`config.mk`:
```
export PLATFORM = sky130hd
export DESIGN_NAME = div_sched
export DESIGN_NICKNAME = d
export VERILOG_FILES = /design/src/rtl/div_sched.sv
export SDC_FILE = /design/constraint.sdc
export NUM_CORES = 1
export LEC_CHECK = 0
export ABC_AREA = 1
export BUFFER_PORTS_ARGS = -buffer_cell sky130_fd_sc_hd__buf_2
export CELL_PAD_IN_SITES_DETAIL_PLACEMENT = 2
export CELL_PAD_IN_SITES_GLOBAL_PLACEMENT = 2
export CORE_ASPECT_RATIO = 0.5
export CORE_MARGIN = 3
export CORE_UTILIZATION = 23
export CTS_BUF_LIST = sky130_fd_sc_hd__clkbuf_16
export DETAILED_ROUTE_END_ITERATION = 10
export PLACE_DENSITY_LB_ADDON = 0.05
export SKIP_CTS_REPAIR_TIMING = 1
export SLEW_MARGIN = 20
export SYNTH_ARGS = -nofsm -noshare
export SYNTH_HDL_FRONTEND = slang
export SYNTH_SLANG_ARGS = --single-unit
```
`constraint.sdc`:
```
create_clock -name clk -period 3.6 [get_ports clk]
set_clock_uncertainty 0.2 [all_clocks]
set_input_delay 1.08 -clock clk [delete_from_list [all_inputs] [get_ports clk]]
set_output_delay 1.08 -clock clk [all_outputs]
set_load 0.03 [all_outputs]
```
`src/rtl/div_sched.sv`:
```
// Divider scheduler: sequences the signed/unsigned divider IPs for EX.
// One op in flight; results for flushed ops are drained and dropped.
module div_sched #(
  parameter int W = 32
) (
  input  logic           clk,
  input  logic           rst,
  input  logic           flush,
  input  logic           req_valid,
  output logic           req_ready,
  input  logic           req_signed,
  input  logic           req_mod,
  input  logic [W-1:0]   req_src1,
  input  logic [W-1:0]   req_src2,
  output logic           resp_valid,
  input  logic           resp_ready,
  output logic [W-1:0]   resp_data,
  output logic           sdiv_tvalid,
  input  logic           sdiv_tready,
  output logic           udiv_tvalid,
  input  logic           udiv_tready,
  output logic [W-1:0]   div_dividend,
  output logic [W-1:0]   div_divisor,
  input  logic           sdiv_dout_v,
  input  logic [2*W-1:0] sdiv_dout,
  input  logic           udiv_dout_v,
  input  logic [2*W-1:0] udiv_dout
);

  typedef enum logic [1:0] {
    S_IDLE,
    S_ISSUE,
    S_WAIT,
    S_DONE
  } state_e;

  state_e         state_q, state_d;
  logic           kill_q, kill_d;
  logic           sgn_q, sgn_d;
  logic           mod_q, mod_d;
  logic [W-1:0]   src1_q, src1_d;
  logic [W-1:0]   src2_q, src2_d;
  logic [W-1:0]   data_q, data_d;

  logic           hs;
  logic           dv;
  logic [2*W-1:0] dout_sel;

  // Only the IP chosen at accept time is ever observed.
  assign hs       = sgn_q ? sdiv_tready : udiv_tready;
  assign dv       = sgn_q ? sdiv_dout_v : udiv_dout_v;
  assign dout_sel = sgn_q ? sdiv_dout   : udiv_dout;

  always_ff @(posedge clk) begin
    if (rst) begin
      state_q <= S_IDLE;
      kill_q  <= 1'b0;
      sgn_q   <= 1'b0;
      mod_q   <= 1'b0;
      src1_q  <= '0;
      src2_q  <= '0;
      data_q  <= '0;
    end else begin
      state_q <= state_d;
      kill_q  <= kill_d;
      sgn_q   <= sgn_d;
      mod_q   <= mod_d;
      src1_q  <= src1_d;
      src2_q  <= src2_d;
      data_q  <= data_d;
    end
  end

  always_comb begin
    state_d = state_q;
    kill_d  = kill_q;
    sgn_d   = sgn_q;
    mod_d   = mod_q;
    src1_d  = src1_q;
    src2_d  = src2_q;
    data_d  = data_q;
    unique case (state_q)
      S_IDLE: begin
        if (req_valid && !flush) begin
          sgn_d   = req_signed;
          mod_d   = req_mod;
          src1_d  = req_src1;
          src2_d  = req_src2;
          state_d = S_ISSUE;
        end
      end
      S_ISSUE: begin
        // tvalid is never retracted; a flush only marks the op dead.
        if (flush) kill_d = 1'b1;
        if (hs) state_d = S_WAIT;
      end
      S_WAIT: begin
        if (dv) begin
          if (kill_q || flush) begin
            kill_d  = 1'b0;
            state_d = S_IDLE;
          end else begin
            data_d  = mod_q ? dout_sel[W-1:0] : dout_sel[2*W-1:W];
            state_d = S_DONE;
          end
        end else if (flush) begin
          kill_d = 1'b1;
        end
      end
      S_DONE: begin
        if (flush || resp_ready) state_d = S_IDLE;
      end
      default: state_d = S_IDLE;
    endcase
  end

  assign req_ready    = (state_q == S_IDLE);
  assign resp_valid   = (state_q == S_DONE);
  assign resp_data    = data_q;
  assign sdiv_tvalid  = (state_q == S_ISSUE) && sgn_q;
  assign udiv_tvalid  = (state_q == S_ISSUE) && !sgn_q;
  assign div_dividend = src1_q;
  assign div_divisor  = src2_q;

endmodule
```
==> qor.yml, run 1 <==
status: "finished clean"
ys_warn_count: 0
grt_pass1_wl_um: 30500
cts_buffers: 9
worst_pin_slew_ns: 0.996
period_share_pct: 85.6
viasPerCell: 4.58
synth_edf_count: 0
drv_slew: 0
io_pins: 303
clk_pin_slew_ns: 0.07
slowest_stage: "dfxtp_2"
cp.arrival_ns: 1.80
dp_slack_ns: 0.792
final_nets: 1125
vias: 5458
clockRootBuffer: "clkbuf_16"
cts_tree: "yes"
slowest_delay_ns: 0.64
core.rowCount: 36
syn_area_um2: 4850
cts_max_path_buffers: 2
yosysSeqAreaShare_pct: 41.7
synth_common_cells: "nor2_1, dfxtp_1, o21ai_1, inv_1, a21oi_1"
dp_hpwl_um: 15300
core_um2: 20000
yosysMostFrequentCell: "nor2_1"
grt_max_degree: 81
syn_inst: 650
ir_worst_vdd_mv: 0.195
critPathRequiredTime_ns: 2.32
grt_pass1_vias: 5584
hp-class: "reg -> reg"
ctsHtreeMaxLevel: 3
drt_wl_total_um: 20000
instances_no_fill: 1193
drv_cap: 0
setup_ws_ns: 0.518
async_flop_share_pct: 0
leakagePower_nw: 3.22
detail_route.wl_per_cell_um: 16.8
die_h_um: 109
ys.flop_type: "dfxtp_1"
antenna_found_initial: 1
synth_seq_cells: 101
postPlaceCellArea_um2: 6550
synthTopCellsByArea: "dfxtp_1, o21ai_1, nor2_1"
end_kind: "primary output"
setup_viol: 0
avgSynthCellArea_um2: 7.46
start_util_pct: 24.2
ant_nets: 0
hold_viol: 0
cp_max_fo: 34
power_density_nw_per_um2: 591
area_growth_pct: 41.0
routabilityCongestion: 0.716
setup_tns_ns: 0
clock-sinks: 101
fmaxAchievable_mhz: 324
ys_types: 23
antennaDiodeCount: 0
clkLatencyLatePin_ns: 0.35
cp_cell_sequence: "inv_2 -> nor2_1 -> buf_2"
synth.largest_area_cell: "dfxtp_1"
drt-initial-drc-count: 233
path_class: "reg -> out"
placed_cells: 1177
drive_gt1_share_pct: 42.9
port_buffers: 302
track_usage_pct: 16.9
start_kind: "register"
finish.instance_area_um2: 6840
relSlewSlack_pct: 33.2
first_pass_iters: 3
die-area_um2: 23000
chipWidth_um: 211
rsz0062_at_grt: "false"
synth_nets: 853
period_needed_ns: 3.08
drc: 0
grt_overflow_total: 0
yosysTopAreaCellShare_pct: 41.7
==> cell type report <==
class                   instances  area [um^2]
clock inverters                 7         67.6
fillers                      2421        13200
repair buffers                311         1620
well taps                     266          333
clock buffers                   9          225
flip-flops and latches        101         2020
multi-input cells             425         2290
inverters                      74          280
==> critical path: cells and delay by family, from the launching register on <==
family	cells	cell delay, ns
DFF	1	0.64
buffers and inverters	2	0.62
and+or+nand+nor	1	0.18
==> stage by stage <==
stage / hold WS [ns] / total power [W] / utilization (%)
6_report: 0.245 / 0.00404 / 34.1
5_1_grt: 0.262 / 0.00435 / 34.1
3_3_place_gp: 0.228 / 0.00308 / 32.7
4_1_cts: 0.250 / 0.00414 / 34.1
3_5_place_dp: 0.238 / 0.00312 / 32.7
2_1_floorplan: 0.353 / 0.00258 / -
==> where the power goes <==
group | switching [W] | internal [W]
clock network | 0.000448 | 0.000538
registers | 0.000118 | 0.00131
logic | 0.00111 | 0.000519
==> cells in the final DEF, fill, tap and decap left out, drive strengths merged <==
cell    instances
dfxtp         101
clkinv          4
a21oi          68
bufinv          1
nand3           4
clkbuf          9
buf           311
nand2          16
o21ai         163
nor2          142
o22ai          32
inv            76
==> final timing paths <==
check                  start  slack [ns]         endpoint  cells past startpoint
max                    sgn_q        0.52      sdiv_tvalid                      3
max reg2reg            sgn_q        1.15    resp_data[31]                      6
min          div_dividend[7]        0.25  div_dividend[7]                      2
min reg2reg  div_dividend[7]        0.25  div_dividend[7]                      2
==> sequential cells by signal (all words and copies together), names as in the netlist <==
signal	cells
sgn_q	1
kill_q	1
resp_data	32
state_q	2
div_dividend	32
mod_q	1
div_divisor	32
==> logic make-up (layout without fill, tap and decap cells) <==
family / Yosys count / after routing / share of synthesized area, %
buffers and inverters: 124 / 401 / 11.3
AOI/OAI and AO/OA: 263 / 263 / 32.1
DFF: 101 / 101 / 41.7
and+or+nand+nor: 162 / 162 / 14.9
==> routing by layer <==
| metal | routed length (um) | vias to the layer above | track usage (%) |
|---|---|---|---|
| met5 | 13 | - | 0 |
| met4 | 199 | 2 | 3.01 |
| met3 | 1110 | 13 | 5.20 |
| met2 | 10200 | 117 | 30.4 |
| met1 | 8520 | 2640 | 20.4 |
| li1 | - | 2686 | - |
Power figures use the tool's default switching activity.
==> inputs of run 2 (changes only) <==
==> constraint.sdc (replaced) <==
create_clock -name clk -period 3.6 [get_ports clk]
set_clock_uncertainty 0.2 [all_clocks]
set_input_delay 0.72 -clock clk [delete_from_list [all_inputs] [get_ports clk]]
set_output_delay 0.72 -clock clk [all_outputs]
set_load 0.03 [all_outputs]
==> qor.yml, run 2 (synthesis results as in run 1) <==
area_growth_pct: 40.6  # was 41.0%
power_w: 0.00405  # was 0.00404 W
seqPwrFrac_pct: 35.1  # was 35.3%
status: "finished clean"  # unchanged
power.share.clock_pct: 24.8  # was 24.4%
chipWidth_um: 211  # unchanged
die_h_um: 109  # unchanged
fmaxAchievable_mhz: 406  # was 324 MHz
detail_route.wl_per_cell_um: 16.7  # was 16.8 um
holdWs_ns: 0.244  # was 0.245 ns
grt_pass1_wl_um: 30200  # was 30500 um
wl_met3_um: 1140  # was 1110 um
hp-class: "reg -> reg"  # unchanged
combPwrFrac_pct: 40.2  # was 40.4%
met1_length_um: 8500  # was 8520 um
viasPerCell: 4.58  # about the same
grt_overflow_total: 0  # unchanged
final_common_cell: "buf_2"  # unchanged
path_class: "reg -> out"  # unchanged
hp-start: "div_dividend[3]"  # was div_dividend[7]
cp_max_fo: 27  # was 34
period_share_pct: 68.5  # was 85.6%
regToRegEndpoint: "resp_data[18]"  # was resp_data[31]
worst_r2r_path_depth: 5  # was 6
hold_depth: 2  # unchanged
min_to: "div_dividend[3]"  # was div_dividend[7]
cts_tree: "yes"  # unchanged
drt-initial-drc-count: 217  # was 233
die-area_um2: 23000  # unchanged
drt_wl_total_um: 19900  # was 20000 um
internal_power_w: 0.00236  # about the same
r2r_slack_ns: 1.37  # was 1.15 ns
antenna_found_initial: 1  # unchanged
grt_pass1_vias: 5622  # was 5584
dp_hpwl_um: 15100  # was 15300 um
crit_start: "sgn_q"  # unchanged
core.rowCount: 36  # unchanged
n_fill_cell: 2414  # was 2421
grt_max_degree: 133  # was 81
ant_nets: 0  # unchanged
topRoutingLayerUsed: "met5"  # unchanged
io_pins: 303  # unchanged
vias: 5458  # unchanged
ir_worst_vdd_mv: 0.256  # was 0.195 mV
met2_length_um: 9940  # was 10200 um
routabilityCongestion: 0.741  # was 0.716
hold_viol: 0  # unchanged
port_buffers: 302  # unchanged
power_density_nw_per_um2: 594  # was 591 nW/um^2
switching_power_w: 0.00169  # was 0.00168 W
first_pass_iters: 6  # was 3
drc: 0  # unchanged
final_cell_mix: "buf_2, nor2_1, dfxtp_1, o21ai_1, inv_1"  # unchanged
sw_frac_of_total_pct: 41.7  # was 41.5%
drive_gt1_share_pct: 43.0  # was 42.9%
clockRootBuffer: "clkbuf_16"  # unchanged
setup_tns_ns: 0  # unchanged
end_kind: "primary output"  # unchanged
final_nets: 1123  # was 1125
setup_viol: 0  # unchanged
drv_slew: 0  # unchanged
cp.arrival_ns: 1.54  # was 1.80 ns
clock-sinks: 101  # unchanged
worst_pin_slew_ns: 1.05  # was 0.996 ns
period_needed_ns: 2.46  # was 3.08 ns
r2r-start: "sgn_q"  # unchanged
clk_pin_slew_ns: 0.07  # about the same
relSlewSlack_pct: 29.7  # was 33.2%
core_um2: 20000  # unchanged
start_kind: "register"  # unchanged
start_util_pct: 24.2  # unchanged
clkLatencyLatePin_ns: 0.35  # about the same
ctsHtreeMaxLevel: 3  # unchanged
critPathRequiredTime_ns: 2.68  # was 2.32 ns
track_usage_pct: 16.8  # was 16.9%
cts_max_path_buffers: 2  # unchanged
cts_buffers: 9  # unchanged
rsz0062_at_grt: "false"  # unchanged
leakagePower_nw: 3.21  # was 3.22 nW
drv_cap: 0  # unchanged
run 2: cell count changes in the layout (fill, tap and decap cells not counted), sizes merged:
cell / change
buf: -2
clkinv: -2
diode: +1
inv: +2
run 2: power by group through the flow:
stage | logic [W] | clock network [W] | registers (W)
final | 0.00163 | 0.00100 | 0.00142
after detailed placement | 0.00166 | 0 | 0.00145
after floorplan | 0.000817 | 0 | 0.00176
after CTS | 0.00166 | 0.00105 | 0.00142
after global routing | 0.00180 | 0.00110 | 0.00145
after global placement | 0.00162 | 0 | 0.00144
run 2: worst max-delay path by stage:
stage / to / slack, ns
6_report: udiv_tvalid / 1.14
5_1_grt: udiv_tvalid / 1.01
4_1_cts: udiv_tvalid / 1.09
3_5_place_dp: resp_data[31] / 1.05
3_3_place_gp: resp_data[31] / 1.15
2_1_floorplan: sdiv_tvalid / 1.48
run 2: final cells by class:
type / instances / area (um^2) / share of cell area [%]
clock inverter: 7 / 73.8 / 1.08
inverter: 74 / 280 / 4.11
timing repair buffer: 309 / 1590 / 23.3
clock buffer: 9 / 225 / 3.30
tap: 266 / 333 / 4.88
sequential: 101 / 2020 / 29.7
multi-input combinational: 425 / 2290 / 33.6
antenna: 1 / 2.50 / 0.0367
run 2: per-stage QoR:
| stage | area [um^2] | cells | util [%] | setup slack (ns) |
|---|---|---|---|---|
| floorplan | 4850 | 650 | - | 1.48 |
| global placement | 6520 | 1175 | 32.5 | 1.15 |
| detailed placement | 6520 | 1175 | 32.5 | 1.05 |
| CTS | 6820 | 1191 | 34.0 | 1.09 |
| global route | 6820 | 1191 | 34.0 | 1.01 |
| finish | 6820 | 1192 | 34.0 | 1.14 |
run 2: critical path, cell delays in order, from the launching register on:
cell and delay (ns):
dfxtp_2 0.59, buf_4 0.35, nor2_1 0.07, buf_2 0.19
run 2: routing by layer:
layer	global-route usage (%)	up-vias
met5	0	-
met4	3.96	2
met3	5.32	22
met2	30.0	122
met1	19.9	2623
li1	-	2689
